$ cat config.mk
export PLATFORM = sky130hd
export DESIGN_NAME = instr_fetch_flat
export DESIGN_NICKNAME = d
export VERILOG_FILES = /design/src/rtl/instr_fetch_pkg.sv /design/src/rtl/instr_fetch_if.sv /design/src/rtl/instr_fetch.sv /design/src/flat_wrapper.sv
export SDC_FILE = /design/constraint.sdc
export NUM_CORES = 1
export LEC_CHECK = 0
export CORE_MARGIN = 4
export CORE_UTILIZATION = 35
export CTS_CLUSTER_DIAMETER = 100
export DETAILED_ROUTE_END_ITERATION = 16
export HOLD_SLACK_MARGIN = 0.03
export PLACE_DENSITY = 0.66
export SYNTH_ARGS = -nofsm -noshare
export SYNTH_HDL_FRONTEND = slang
export SYNTH_SLANG_ARGS = --single-unit
$ cat constraint.sdc
create_clock -name clk -period 4.97 [get_ports clk]
set_input_delay 0.994 -clock clk [delete_from_list [all_inputs] [get_ports clk]]
set_output_delay 0.994 -clock clk [all_outputs]
set_load 0.1 [all_outputs]
$ cat src/rtl/instr_fetch_pkg.sv
// Shared definitions for the instruction fetch stage: FSM state encoding,
// NOP word, PC step and a word-alignment helper.
package instr_fetch_pkg;

  typedef enum logic [1:0] {
    RESET = 2'd0,
    FETCH = 2'd1,
    STALL = 2'd2,
    FLUSH = 2'd3
  } fetch_state_e;

  localparam logic [31:0] NOP        = 32'h0000_0013;
  localparam logic [31:0] INSTR_STEP = 32'd4;

  function automatic logic [31:0] align_word(input logic [31:0] addr);
    return {addr[31:2], 2'b00};
  endfunction

endpackage

$ cat src/rtl/instr_fetch_if.sv
// Fetch stage bus bundle: instruction memory port, branch redirect and the
// {pc, ir} valid/ready output toward the decode buffer.
interface instr_fetch_if;

  logic [31:0] instr_addr;
  logic        instr_req;
  logic        instr_ack;
  logic [31:0] instr_data;
  logic        branch;
  logic [31:0] branch_target;
  logic [31:0] pc;
  logic [31:0] ir;
  logic        fetch_vld;
  logic        fetch_rdy;

  // The fetch stage itself drives memory requests and the pipeline output.
  modport master (
    output instr_addr, instr_req, pc, ir, fetch_vld,
    input  instr_ack, instr_data, branch, branch_target, fetch_rdy
  );

  modport slave (
    input  instr_addr, instr_req, pc, ir, fetch_vld,
    output instr_ack, instr_data, branch, branch_target, fetch_rdy
  );

endinterface

$ cat src/rtl/instr_fetch.sv
// Instruction fetch stage: word fetches from instruction memory, one-entry
// skid slot behind the {pc, ir} output register, branch redirect and flush.
module instr_fetch
  import instr_fetch_pkg::*;
#(
  parameter logic [31:0] BOOT_ADDR = 32'h0000_0000
) (
  input  logic          clk,
  input  logic          rstz,
  instr_fetch_if.master bus
);

  fetch_state_e state_q;
  logic         boot_wait_q;
  logic [31:0]  addr_q;
  logic         req_q;
  logic [31:0]  target_q;
  logic [31:0]  pc_q;
  logic [31:0]  ir_q;
  logic         vld_q;
  logic [31:0]  skid_pc_q;
  logic [31:0]  skid_ir_q;
  logic         skid_vld_q;

  logic         ack_s;
  logic         deq_s;
  logic         out_free_s;
  logic [31:0]  tgt_s;
  logic [31:0]  next_addr_s;

  assign ack_s       = req_q & bus.instr_ack;
  assign deq_s       = vld_q & bus.fetch_rdy;
  assign out_free_s  = ~vld_q | bus.fetch_rdy;
  assign tgt_s       = align_word(bus.branch_target);
  assign next_addr_s = addr_q + INSTR_STEP;

  assign bus.instr_addr = addr_q;
  assign bus.instr_req  = req_q;
  assign bus.pc         = pc_q;
  assign bus.ir         = ir_q;
  assign bus.fetch_vld  = vld_q;

  // Fetch FSM with all registered outputs, output register and skid slot.
  always_ff @(posedge clk or negedge rstz) begin
    if (!rstz) begin
      state_q     <= RESET;
      boot_wait_q <= 1'b1;
      addr_q      <= BOOT_ADDR;
      req_q       <= 1'b0;
      target_q    <= BOOT_ADDR;
      pc_q        <= BOOT_ADDR;
      ir_q        <= NOP;
      vld_q       <= 1'b0;
      skid_pc_q   <= BOOT_ADDR;
      skid_ir_q   <= NOP;
      skid_vld_q  <= 1'b0;
    end else begin
      // A branch kills everything buffered; otherwise a dequeue empties the
      // output unless an enqueue below refills it in the same cycle.
      if (bus.branch) begin
        vld_q      <= 1'b0;
        skid_vld_q <= 1'b0;
      end else if (deq_s) begin
        vld_q <= 1'b0;
      end

      case (state_q)
        RESET: begin
          if (bus.branch) begin
            addr_q <= tgt_s;
          end
          // Hold one extra cycle so the first request rises on the second
          // edge after reset release.
          if (boot_wait_q) begin
            boot_wait_q <= 1'b0;
          end else begin
            state_q <= FETCH;
            req_q   <= 1'b1;
          end
        end

        FETCH: begin
          if (bus.branch) begin
            if (ack_s) begin
              addr_q <= tgt_s;
            end else begin
              target_q <= tgt_s;
              state_q  <= FLUSH;
            end
          end else if (ack_s) begin
            addr_q <= next_addr_s;
            if (out_free_s) begin
              pc_q  <= addr_q;
              ir_q  <= bus.instr_data;
              vld_q <= 1'b1;
            end else begin
              skid_pc_q  <= addr_q;
              skid_ir_q  <= bus.instr_data;
              skid_vld_q <= 1'b1;
              req_q      <= 1'b0;
              state_q    <= STALL;
            end
          end
        end

        STALL: begin
          if (bus.branch) begin
            addr_q  <= tgt_s;
            req_q   <= 1'b1;
            state_q <= FETCH;
          end else if (bus.fetch_rdy) begin
            pc_q       <= skid_pc_q;
            ir_q       <= skid_ir_q;
            vld_q      <= 1'b1;
            skid_vld_q <= 1'b0;
            req_q      <= 1'b1;
            state_q    <= FETCH;
          end
        end

        FLUSH: begin
          // The outstanding request must complete before redirecting; its
          // data is dropped. A branch landing with the ack wins.
          if (ack_s) begin
            addr_q  <= bus.branch ? tgt_s : target_q;
            state_q <= FETCH;
          end else if (bus.branch) begin
            target_q <= tgt_s;
          end
        end

        default: begin
          state_q <= RESET;
          req_q   <= 1'b0;
        end
      endcase
    end
  end

endmodule

$ cat src/flat_wrapper.sv
// flat-port wrapper written by rule: the top's interface ports become plain ports
module instr_fetch_flat import instr_fetch_pkg::*;
#(
  parameter logic [31:0] BOOT_ADDR = 32'h0000_0000
)
  (clk, rstz, bus_instr_addr, bus_instr_req, bus_pc, bus_ir, bus_fetch_vld, bus_instr_ack, bus_instr_data, bus_branch, bus_branch_target, bus_fetch_rdy);
  instr_fetch_if bus_i ();
  input  logic clk;
  input  logic rstz;
  output wire logic [$bits(bus_i.instr_addr)-1:0] bus_instr_addr;
  output wire logic [$bits(bus_i.instr_req)-1:0] bus_instr_req;
  output wire logic [$bits(bus_i.pc)-1:0] bus_pc;
  output wire logic [$bits(bus_i.ir)-1:0] bus_ir;
  output wire logic [$bits(bus_i.fetch_vld)-1:0] bus_fetch_vld;
  input wire logic [$bits(bus_i.instr_ack)-1:0] bus_instr_ack;
  input wire logic [$bits(bus_i.instr_data)-1:0] bus_instr_data;
  input wire logic [$bits(bus_i.branch)-1:0] bus_branch;
  input wire logic [$bits(bus_i.branch_target)-1:0] bus_branch_target;
  input wire logic [$bits(bus_i.fetch_rdy)-1:0] bus_fetch_rdy;
  assign bus_instr_addr = bus_i.instr_addr;
  assign bus_instr_req = bus_i.instr_req;
  assign bus_pc = bus_i.pc;
  assign bus_ir = bus_i.ir;
  assign bus_fetch_vld = bus_i.fetch_vld;
  assign bus_i.instr_ack = bus_instr_ack;
  assign bus_i.instr_data = bus_instr_data;
  assign bus_i.branch = bus_branch;
  assign bus_i.branch_target = bus_branch_target;
  assign bus_i.fetch_rdy = bus_fetch_rdy;
  instr_fetch #(.BOOT_ADDR(BOOT_ADDR)) u_core (.clk(clk), .rstz(rstz), .bus(bus_i));
endmodule
Yosys cells after proc, flatten, opt, wreduce, memory -nomap -nowiden:

Cells that the tools add are included.

* reduce and logical (&&, ||, !) cells: 11
* shifts and indexed selects: 0
* equal/unequal tests: 19
* add/sub/neg operators: 1
* divide/modulo/power cells: 0
* bitwise gates (word level): 6
* multipliers: 0
* mux-type cells: 47
* magnitude comparators: 0

Operators by type and width (count)
* $mux 32: 19
* $pmux 32 s2: 3
* $pmux 32 s3: 1
* $add 32x3->32 const B: 1
* $reduce_and 6->1: 3
* $mux 2: 8
* $ne 2x2->1 const B: 8
* $mux 1: 13
* $ne 3x3->1 const B: 3
* $ne 2x1->1 const B: 4
* $pmux 2 s4: 1
* $reduce_and 4->1: 2
* $eq 2x2->1 const B: 2
* $reduce_bool 2->1: 2
* $ne 3x2->1 const B: 1
* $not 1->1: 3
* $pmux 1 s3: 1
* $reduce_and 3->1: 1
* $reduce_bool 3->1: 1
* $and 1x1->1: 2
* $eq 2x1->1 const B: 1
* $logic_not 2->1: 1
* $pmux 1 s2: 1
* $reduce_or 2->1: 1
* $or 1x1->1: 1

* memories kept: 0
* memory bits (writable): 0
* output and inout bits: 98
* logic and storage cells: 94
* latch bits: 0
* bits in registers: 197
* memory bits (read-only): 0

Logic depth before layout (Yosys ltp):

Gate-level depths: netlist of run 1.

* depth in word-level cells: 7
* mapped depth: 10
* gate-level depth less buffers: 7

Least setup slack after synthesis of run 1:

No wires, ideal clock.

* path kind: flip-flop to flip-flop
* from: register u_core.addr_q[7] (netlist: u_core.bus.instr_addr[7])
* to: register u_core.addr_q[27] (netlist: u_core.bus.instr_addr[27])
* data arrival time: 2.596 ns
* stages on the path, launching flop included: 7
* required time: 4.903 ns
* path buffers: 1
* setup slack: 2.307 ns
* path through: dfrtp_1 > buf_2 > nand3_1 > or4_4 > or4_4 > a21oi_1 > o21a_1

* word-level cells in the longest chain between the ends: 4

Ends and longest elaborated chain
* start: declaration: RTL line instr_fetch.sv:15 `logic [31:0] addr_q;`
* start signal: assignment: RTL line instr_fetch.sv:70 `addr_q <= tgt_s;`
* start signal: assignment: RTL line instr_fetch.sv:85 `addr_q <= tgt_s;`
* start signal: assignment: RTL line instr_fetch.sv:91 `addr_q <= next_addr_s;`
* $add 32x3->32: RTL line instr_fetch.sv:35 `assign next_addr_s = addr_q + INSTR_STEP;`
* $mux 32: RTL line instr_fetch.sv:90 `end else if (ack_s) begin`
* $mux 32: RTL line instr_fetch.sv:83 `if (bus.branch) begin`
* $pmux 32 s3: RTL line instr_fetch.sv:67 `case (state_q)`

Every way passes these cells. The select of a mux whose other input is x is not followed.
A chain may end at the register's enable or synchronous reset.

Final worst setup path of run 1:

* from: register u_core.addr_q[6] (netlist: u_core.bus.instr_addr[6])
* to: output port bus_instr_addr[6]

RTL lines
* end: declaration: RTL line flat_wrapper.sv:10 `output wire logic [$bits(bus_i.instr_addr)-1:0] bus_instr_addr;`

No word-level cell between the ends.

==> summary.txt, run 1 <==
outcome = finished clean
WL per Instance = 18.5 um
Initial Util = 0.358
top_reg_cell synth = dfrtp_1
RSZ-0062 raised after global routing = false
# clock sinks = 197
Avg Cell Area, Syn = 11.2 um2
initial antenna violation count = 0
WP data arrival = 2.24 ns
vias = 6,791
Top Ports = 167
Final TNS setup = 0 ns
total die area = 0.0285 mm2
number of port buffers = 164
Top Metal Used = met4
Synth Net Count = 883
FMAX = 309 MHz
Worst Setup Path Type = flip-flop to primary output
first-pass GRT wire length = 37.9 mm
worst-margin pin slew = 1.06 ns
post-route ant nets = 0
P&R area growth vs syn = 28.6%
Top Family by Delay on Critical Path = buffers and inverters
post-CTS resize count = 0
Pre-Repair DR Iteration Count = 4
startpoint types = flip-flop
register bit total from synthesis = 197
Core Area = 0.0253 mm2
clk_skew = 0.0126 ns
TritonCTS clock tree = done
Routed WL = 23.7 mm
Worst Path Buf+Inv = 1
Syn Inst Count = 809
fin crit share = 0.651
Rel. slew slack = 0.290
via/cell ratio = 5.28
Crit Path Max Fanout = 12
Placed Area = 0.0111 mm2
CP Cell Sequence = clkdlybuf4s50_1
Final Hold Viols = 0
grt total ovfl = 0
Crit path largest cell delay = 1.25 ns
hold buffer count at cts = 0
DRT met1 WL = 11.1 mm
share of the synthesized area in the top cell type = 0.524
Die W = 169 um
commonest non-fill, non-tap cell in the layout = dfrtp_1
slowest CP cell = clkdlybuf4s50_1
drt initial violations = 512
final net count = 1,016
Clock Tree Buf Depth = 2
Mapped Area = 0.00907 mm2
dominant cell type by area after synthesis = dfrtp_1
max cap viols = 0
worst hold path type = flip-flop to flip-flop
Post-CTS Setup Bufs = 0
Ys Warns = 0
most frequent cells in the layout = dfrtp_1 (190), clkdlybuf4s50_1 (163), mux2_2 (85), nor2_1 (83), a21oi_1 (78)
# setup viols final = 0
GP Congestion = 0.855
Pins Over Slew Limit = 0
HPWL Detailed = 15.5 mm
Req. time, crit path = 3.98 ns
Core Rows = 58
EDFF count, synth = 0
ANT cells = 0
largest net degree at the start of global routing = 111
critical path capture point type = primary output
overall routing resource usage = 0.167
FFs w/ async S/R, synth = 1.00
multi-input logic area = 0.00389 mm2
share of post-route cells with drive strength above 1 = 0.161
Synth area leaders = dfrtp_1 (52%), mux2_2 (11%), mux2i_1 (7.2%)
Fillers = 2,303
Remaining DRCs = 0
post-route cell area = 0.0117 mm2
Tmin final = 3.23 ns
post-synthesis cell type count = 55
Skew-Pair Late Insertion Delay = 0.43 ns
met3 WL = 1.19 mm
die span in y = 169 um
met2 WL = 11.2 mm
FF/Latch Area = 0.00494 mm2
sequential share of the synthesized area = 0.545
vias in the first global route = 6,823
H-tree levels = 4
Clk pin slew, worst setup/hold paths = 0.08 ns
clk root buf = clkbuf_16
Num CTS Buffers = 17
worst reg2reg max path: cells and delay by family (launching register included):
family,cells,cell delay [ns]
adders and majority gates,1,0.55
buffers and inverters,2,0.51
and+or+nand+nor,2,0.38
DFF,1,0.41
AOI/OAI and AO/OA,2,0.70
cells in the mapped netlist, types with 3 or more instances:
cell type and count:
nor3_1 9, inv_1 9, a22o_1 5, nand2_1 29, nor2_1 84, buf_2 11
o21ai_0 36, nor2b_1 6, nand4_1 10, a22oi_1 9, o2bb2ai_1 3, and2_1 6
a222oi_1 7, nand2b_1 3, a221oi_1 10, mux2i_1 65, a21oi_1 79, o31ai_1 6
dfrtp_1 190, o22ai_1 7, o21a_1 3, a31oi_1 8, a21o_1 3, mux2_1 9
clkbuf_1 41, mux2_2 85, ha_1 5, nand3_1 13, buf_1 10, dfstp_2 7
o211ai_1 3, nor4_1 6
logic make-up after synthesis:
| kind of cell | Yosys count | synth area share |
|---|---|---|
| compound gates | 194 | 0.133 |
| simple gates | 183 | 0.0959 |
| mux | 159 | 0.189 |
| fa+ha+maj | 5 | 0.00690 |
| buf+inv | 71 | 0.0309 |
| flops | 197 | 0.545 |
flip-flops by register name (all words and copies together), names as in the netlist:
register / flops
u_core.bus.fetch_vld: 1
u_core.target_q: 32
u_core.skid_ir_q: 32
u_core.skid_pc_q: 32
u_core.bus.instr_req: 1
u_core.bus.pc: 32
u_core.bus.instr_addr: 32
u_core.state_q: 2
u_core.boot_wait_q: 1
u_core.bus.ir: 32
metal layers:
layer,GRT usage,vias up
met5,0,-
met4,0.0409,0
met3,0.0420,21
met2,0.269,163
met1,0.226,3393
li1,-,3214
worst paths after layout:
check	start	to	slack [ns]	cells after the start
worst max-delay path	u_core.bus.instr_addr[6]	bus_instr_addr[6]	1.74	1
worst min-delay path	u_core.boot_wait_q	u_core.boot_wait_q	0.49	1
worst max register to register	u_core.state_q[0]	u_core.bus.pc[10]	2.33	7
worst min register to register	u_core.boot_wait_q	u_core.boot_wait_q	0.49	1
max in group asynchronous	rstz	u_core.bus.pc[9]	3.26	2
min in group asynchronous	rstz	u_core.bus.pc[1]	0.61	1
layout make-up:
| cell class | instances | area share |
|---|---|---|
| Clock buffer | 17 | 0.0365 |
| Timing Repair Buffer | 176 | 0.152 |
| Inverter | 9 | 0.00290 |
| Multi-Input combinational cell | 541 | 0.334 |
| Clock inverter | 15 | 0.0158 |
| Sequential cell | 197 | 0.423 |
| Tap cell | 330 | 0.0354 |
through the flow:
| stage | util | hold WS [ns] | setup slack, ns | instances |
|---|---|---|---|---|
| after global routing | 0.460 | 0.509 | 1.65 | 1285 |
| after CTS | 0.460 | 0.494 | 1.71 | 1285 |
| after detailed placement | 0.436 | 0.479 | 1.49 | 1253 |
| after floorplan | - | 0.455 | 2.31 | 809 |
| final | 0.460 | 0.491 | 1.74 | 1285 |
| after global placement | 0.436 | 0.468 | 1.51 | 1253 |
Power of run 1 is left out: the tool's default activity adds up to more than one toggle a clock period on the data nets, which glitch-free logic cannot reach.
==> inputs of run 2 (changes only) <==
==> constraint.sdc (replaced) <==
create_clock -name clk -period 3.4 [get_ports clk]
set_input_delay 0.68 -clock clk [delete_from_list [all_inputs] [get_ports clk]]
set_output_delay 0.68 -clock clk [all_outputs]
set_load 0.1 [all_outputs]
==> run 2 against run 1 <==
  * Final area shrank 1.2%
  * Via count is essentially flat
  * Utilization shrank 0.56 points
  * Clock skew shrank 0.0027 ns
  * Count of clock-buffer cells in the layout is the same
  * Sequential cell count is the same
  * Worst hold slack lost 0.23 ns
  * Register-to-register slack lost 1.5 ns
  * Routed wire length shrank 1.1%
  * First-iteration DRC count grew 8.4%
  * Setup slack lost 0.95 ns
  * Non-clock buffer count grew 6
  * Highest routed layer unchanged
==> summary.txt, run 2 (same netlist as run 1, synthesis figures left out) <==
grt total ovfl = 0
Die W = 169 um
commonest non-fill, non-tap cell in the layout = dfrtp_1
P&R area growth vs syn = 27.0%
worst-margin pin slew = 0.991 ns
vias = 6,787
Worst Path Buf+Inv = 1
Skew-Pair Late Insertion Delay = 0.43 ns
Rel. slew slack = 0.337
launch point of the worst reg-to-reg path = u_core.state_q[1]
Top Ports = 167
# clock sinks = 197
clk root buf = clkbuf_16
FMAX = 383 MHz
Fillers = 2,359
Num CTS Buffers = 17
H-tree levels = 4
share of post-route cells with drive strength above 1 = 0.243
post-CTS resize count = 0
Final TNS setup = 0 ns
Top Family by Delay on Critical Path = buffers and inverters
TritonCTS clock tree = done
# setup viols final = 0
HPWL Detailed = 15.8 mm
crit path to = bus_ir[20]
number of port buffers = 164
Initial Util = 0.358
Final Hold Viols = 0
CP Cell Sequence = clkdlybuf4s50_1
GP Congestion = 0.809
Tmin final = 2.61 ns
slowest CP cell = clkdlybuf4s50_1
Clock Tree Buf Depth = 2
via/cell ratio = 5.26
initial antenna violation count = 0
Req. time, crit path = 2.72 ns
first-pass GRT wire length = 38.2 mm
Crit path depth = 1
clk_skew = 0.00995 ns
Pre-Repair DR Iteration Count = 5
Routed WL = 23.4 mm
Crit path largest cell delay = 1.14 ns
die span in y = 169 um
startpoint types = flip-flop
WP data arrival = 1.93 ns
Pins Over Slew Limit = 0
drt initial violations = 555
largest net degree at the start of global routing = 129
critical path capture point type = primary output
outcome = finished clean
worst hold path type = primary input to async pin
Reg2Reg Capture Point = u_core.bus.instr_addr[27]
max cap viols = 0
vias in the first global route = 6,751
most frequent cells in the layout = dfrtp_1 (190), clkdlybuf4s50_1 (89), buf_4 (88), mux2_2 (85), nor2_1 (83)
critical path startpoint = u_core.bus.ir[20]
final net count = 1,022
WL per Instance = 18.2 um
hold buffer count at cts = 0
Crit Path Max Fanout = 2
ANT cells = 0
Remaining DRCs = 0
Worst Setup Path Type = flip-flop to primary output
path depth of the worst reg2reg path = 7
overall routing resource usage = 0.166
Post-CTS Setup Bufs = 0
fin crit share = 0.769
Clk pin slew, worst setup/hold paths = 0.08 ns
Core Area = 0.0253 mm2
RSZ-0062 raised after global routing = false
R2R Setup Slk = 0.81 ns
total die area = 0.0285 mm2
Core Rows = 58
post-route ant nets = 0
run 2: cell types whose count changed in the layout (fill, tap and decap cells not counted):
| cell | previous run | this run |
|---|---|---|
| bufinv_16 | 0 | 1 |
| buf_12 | 3 | 4 |
| clkdlybuf4s50_1 | 163 | 89 |
| clkinv_8 | 6 | 2 |
| buf_4 | 9 | 88 |
| clkinvlp_4 | 0 | 2 |
| clkinv_2 | 0 | 1 |
run 2: worst min path at each step:
stage                                       to  cells after the start
after floorplan           u_core.bus.fetch_vld                      0
after global placement     u_core.skid_ir_q[6]                      1
after detailed placement    u_core.target_q[1]                      1
after CTS                 u_core.skid_ir_q[31]                      1
after global routing      u_core.skid_ir_q[31]                      1
final                     u_core.skid_ir_q[31]                      1
run 2: final cells by class:
type                    count  area, um2  area share
flip-flops and latches    197       4940       0.429
repair buffers            182       1650       0.143
well taps                 330        413      0.0358
inverters                   9       33.8     0.00293
clock inverters            15        169      0.0147
multi-input cells         541       3890       0.338
clock buffers              17        425      0.0369
run 2: per-layer routing:
metal | vias up | routed length [um] | track usage
met2 | 176 | 11000 | 0.268
met3 | 16 | 1340 | 0.0364
li1 | 3225 | - | -
met5 | - | 0 | 0
met1 | 3370 | 10800 | 0.231
met4 | 0 | 283 | 0.0385
run 2: per-stage QoR:
stage	instance area (um2)	utilization	setup slack, ns	hold slack, ns	instances
finish	11500	0.455	0.787	0.261	1291
floorplan	9070	-	0.737	0.384	809
global route	11500	0.455	0.696	0.284	1291
global placement	10900	0.431	0.697	0.467	1259
CTS	11500	0.455	0.764	0.275	1291
detailed placement	10900	0.431	0.680	0.474	1259
Power of run 2 is left out for the same reason.
==> inputs of run 3 (changes only) <==
--- a/config.mk
+++ b/config.mk
@@ -10,7 +10,7 @@
 export CTS_CLUSTER_DIAMETER = 100
 export DETAILED_ROUTE_END_ITERATION = 16
 export HOLD_SLACK_MARGIN = 0.03
-export PLACE_DENSITY = 0.66
+export PLACE_DENSITY = 0.68
 export SYNTH_ARGS = -nofsm -noshare
 export SYNTH_HDL_FRONTEND = slang
 export SYNTH_SLANG_ARGS = --single-unit
==> constraint.sdc (replaced) <==
create_clock -name clk -period 2.2 [get_ports clk]
set_input_delay 0.44 -clock clk [delete_from_list [all_inputs] [get_ports clk]]
set_output_delay 0.44 -clock clk [all_outputs]
set_load 0.1 [all_outputs]
==> run 3 against run 2 <==
  * Worst hold slack gained 0.23 ns
  * First-iteration DRC count up 19%
  * Setup slack lost 0.71 ns
  * Utilization rose by 1.9 points
==> summary.txt, run 3 (same netlist as run 1, synthesis figures left out) <==
Routed WL = 24.5 mm
critical path capture point type = flip-flop
FMAX = 471 MHz
Clock Tree Buf Depth = 2
commonest non-fill, non-tap cell in the layout = dfrtp_1
Final Hold Viols = 0
first-pass GRT wire length = 39.5 mm
HPWL Detailed = 17.1 mm
Top Ports = 167
multi-input logic area = 0.00391 mm2
TritonCTS clock tree = done
initial antenna violation count = 1
worst-margin pin slew = 0.406 ns
H-tree levels = 4
Worst Setup Path Type = flip-flop to flip-flop
WHS = 0.490 ns
vias = 7,042
share of post-route cells with drive strength above 1 = 0.329
die span in y = 169 um
Post-CTS Setup Bufs = 0
clk root buf = clkbuf_16
Fillers = 2,323
final std cells w/o fill = 1,332
DP Cell Count = 1,299
total die area = 0.0285 mm2
GP Congestion = 0.846
max cap viols = 0
WL per Instance = 18.4 um
Pins Over Slew Limit = 0
ANT cells = 0
Crit Path Max Fanout = 8
Initial Util = 0.358
drt initial violations = 658
WP data arrival = 2.43 ns
Clk pin slew, worst setup/hold paths = 0.08 ns
Core Area = 0.0253 mm2
outcome = finished clean
Core Rows = 58
Skew-Pair Late Insertion Delay = 0.44 ns
clk_skew = 0.0152 ns
fin crit share = 0.966
path depth of the worst reg2reg path = 9
overall routing resource usage = 0.173
Die W = 169 um
largest net degree at the start of global routing = 60
via/cell ratio = 5.29
Req. time, crit path = 2.51 ns
grt total ovfl = 0
P&R area growth vs syn = 32.4%
Num CTS Buffers = 17
Tmin final = 2.12 ns
Pre-Repair DR Iteration Count = 5
most frequent cells in the layout = dfrtp_1 (163), buf_4 (139), mux2_2 (85), nor2_1 (82), a21oi_1 (77)
# setup viols final = 0
Remaining DRCs = 0
number of port buffers = 164
final net count = 1,063
startpoint types = flip-flop
vias in the first global route = 7,116
worst hold path type = primary input to async pin
# clock sinks = 197
RSZ-0062 raised after global routing = true
FF/Latch Area = 0.00498 mm2
final core utilization = 0.474
post-route ant nets = 0
Rel. slew slack = 0.729
==> run 3: area by class of cell <==
cell class                      instances  share of cell area
Inverter                                9             0.00282
Multi-Input combinational cell        541               0.326
Clock buffer                           17              0.0354
Clock inverter                         15              0.0154
Tap cell                              330              0.0344
Sequential cell                       197               0.415
Timing Repair Buffer                  223               0.171
==> run 3: what timing repair did <==
action                     CTS  global route
resized for setup            0             6
hold endpoints to repair    25             0
setup endpoints to repair    0            16
hold buffers                 1             0
==> run 3: critical path: stages (launching register included) <==
cell and delay (ns):
dfrtp_1 0.42, ha_1 0.22, buf_4 0.15, buf_4 0.16, o21ai_2 0.15, o21ai_2 0.14, buf_4 0.18, a22o_1 0.25
o31ai_2 0.23, o21ai_0 0.11
==> run 3: per-stage QoR <==
stage                     TNS (ns)  worst slack, ns  instance area, um2
after floorplan            -0.0573          -0.0573                9110
after global routing       -0.0593          -0.0300               12000
after detailed placement     -8.93           -0.241               11400
after global placement       -7.95           -0.215               11400
final                            0           0.0754               12000
after CTS                        0          0.00131               12000
==> run 3: final timing paths <==
kind                                                   to                from  slack [ns]
worst min-delay path                     u_core.bus.ir[3]                rstz        0.49
max in group asynchronous       u_core.bus.instr_addr[17]                rstz        1.05
worst max-delay path            u_core.bus.instr_addr[12]   u_core.state_q[0]        0.08
worst max register to register  u_core.bus.instr_addr[12]   u_core.state_q[0]        0.08
worst min register to register         u_core.boot_wait_q  u_core.boot_wait_q        0.49
min in group clk                       u_core.boot_wait_q  u_core.boot_wait_q        0.49
==> run 3: layer usage <==
layer | vias up | wire [um] | global-route usage
met5 | - | 8 | 0
met4 | 2 | 330 | 0.0441
met3 | 25 | 1370 | 0.0364
met2 | 199 | 11500 | 0.275
met1 | 3506 | 11300 | 0.241
li1 | 3310 | - | -
Power of run 3 is left out for the same reason.
==> RTL change, RTL diff (flow settings as in run 1) <==
Make the reset (`rstz`) synchronous in one clocked block.
--- a/src/rtl/instr_fetch.sv
+++ b/src/rtl/instr_fetch.sv
@@ -41,7 +41,7 @@
   assign bus.fetch_vld  = vld_q;
 
   // Fetch FSM with all registered outputs, output register and skid slot.
-  always_ff @(posedge clk or negedge rstz) begin
+  always_ff @(posedge clk) begin
     if (!rstz) begin
       state_q     <= RESET;
       boot_wait_q <= 1'b1;
Behaviour: differs if rstz is asserted again (counterexample within 4 cycles, from zero or initial values and one cycle with rstz low); with rstz held inactive, the same outputs for 4 cycles.
==> RTL change against run 1 <==
  * Worst setup slack lost 62 ps
  * Global-route usage is 0.68 points higher
  * Area after synthesis is 1.3% lower
  * Routed wire length up 6.4%
  * Sequential cell count unchanged
  * Design area fell by 2.0%
  * Non-clock buffer count is 8 higher
  * Core utilization fell by 0.65 points
  * Via count grew 20%
  * Die area is 1.2% lower
  * Clock skew up 3.1 ps
==> RTL change: results (changes against run 1) <==
| Metric | Value |
|---|---|
| Share of the yosys chip area belonging to registers | `44.1% (was 54.5%)` |
| Max Clock Skew | `15.8 ps (was 12.6 ps)` |
| Area occupied by multi-input gates | `4600 um2 (was 3890 um2)` |
| Met3 WL | `1250 um (was 1190 um)` |
| Buffering overhead | `16.1% (was 15.2%)` |
| Count of non-CTS inverters in the layout | `11 (was 9)` |
| GRT Total Usage | `17.3% (was 16.7%)` |
| Hold Path Cell Cnt | `2 (was 1)` |
| Via count | `8161 (was 6791)` |
| Fraction of registers with async set/reset | `0% (was 100%)` |
| Fraction of area in registers | `34.5% (was 42.3%)` |
| DRT Pass-1 Iters | `5 (was 4)` |
| Status | `completed (unchanged)` |
| Most frequent cells after synthesis | `nand2_1, dfxtp_1, a21oi_1 (was dfrtp_1, mux2_2, nor2_1)` |
| Dpl hpwl | `16800 um (was 15500 um)` |
| R2r setup slk | `1670 ps (was 2330 ps)` |
| Proportion of layout cells with a drive suffix above 1 | `5.70% (was 16.1%)` |
| Worst r2r src | `u_core.state_q[0]$_SDFFE_PN0P_ (was u_core.state_q[0]$_DFFE_PN0P_)` |
| R2R depth | `8 (was 7)` |
| Largest net degree at the start of global routing | `85 (was 111)` |
| Routing usage on met1 | `24.9% (was 22.6%)` |
| Fin nets | `1289 (was 1016)` |
| Met1 wire length | `12200 um (was 11100 um)` |
| Netlist cell types | `52 (was 55)` |
| #MultiIn Comb | `804 (was 541)` |
| Placed insts | `1526 (was 1253)` |
| Syn_area_per_cell | `8.10 um2 (was 11.2 um2)` |
| Detailed Route Iter0 Violations | `665 (was 512)` |
| Non-clock buffers | `184 (was 176)` |
| Number of global-route vias before repair | `7367 (was 6823)` |
| Dpl ws | `1550 ps (was 1490 ps)` |
| Syn Nets | `1179 (was 883)` |
| Hold Crit Endpoint | `u_core.target_q[2]$_SDFFE_PN0P_ (was u_core.boot_wait_q$_DFFE_PN1P_)` |
| Ranking of synthesized cells by area | `dfxtp_1, nand2_1, mux2i_1, a21oi_1, a211oi_1 (was dfrtp_1, mux2_2, mux2i_1, a21oi_1, nor2_1)` |
| Critical R2R Capture | `u_core.bus.instr_addr[31]$_SDFFE_PN0P_ (was u_core.bus.pc[10]$_DFFE_PN0P_)` |
| Post-route insts no fill | `1558 (was 1285)` |
-- RTL change: cell types whose count changed after synthesis, moves of 12 or more --
cell	run 1	this run
buf_2	11	35
a211oi_1	1	63
nand3_1	13	25
nand2_1	29	231
dfrtp_1	190	0
a22oi_1	9	29
clkbuf_1	41	57
o21ai_0	36	52
a21oi_1	79	124
mux2_2	85	5
dfxtp_1	0	197
-- RTL change: worst max-delay path by stage --
stage                                          start                                     end  slack [ps]
4_1_cts        u_core.bus.instr_addr[6]$_SDFFE_PN0P_                       bus_instr_addr[6]        1640
3_5_place_dp                              bus_branch  u_core.bus.instr_addr[11]$_SDFFE_PN0P_        1550
5_1_grt               u_core.state_q[0]$_SDFFE_PN0P_  u_core.bus.instr_addr[31]$_SDFFE_PN0P_        1390
6_report              u_core.state_q[0]$_SDFFE_PN0P_  u_core.bus.instr_addr[31]$_SDFFE_PN0P_        1670
3_3_place_gp                              bus_branch  u_core.bus.instr_addr[11]$_SDFFE_PN0P_        1580
2_1_floorplan  u_core.bus.instr_addr[2]$_SDFFE_PN0P_  u_core.bus.instr_addr[18]$_SDFFE_PN0P_        2380
-- RTL change: cells by family after synthesis --
group / Yosys count / share of synthesized area (%)
AOI/OAI and AO/OA: 319 / 22.0
xor gates and xnor gates: 1 / 0.0979
adders and majority gates: 5 / 0.699
buffers and inverters: 104 / 4.85
DFF: 197 / 44.1
muxes: 71 / 8.01
and+or+nand+nor: 408 / 20.2
-- RTL change: worst max-delay path, stage by stage, from the launching register on --
cell     delay (ps)
dfxtp_1         370
inv_1           780
ha_4            590
buf_4           710
nor2_1           80
o21ai_0         170
a22oi_1         150
o22ai_1         190
o21a_1          130
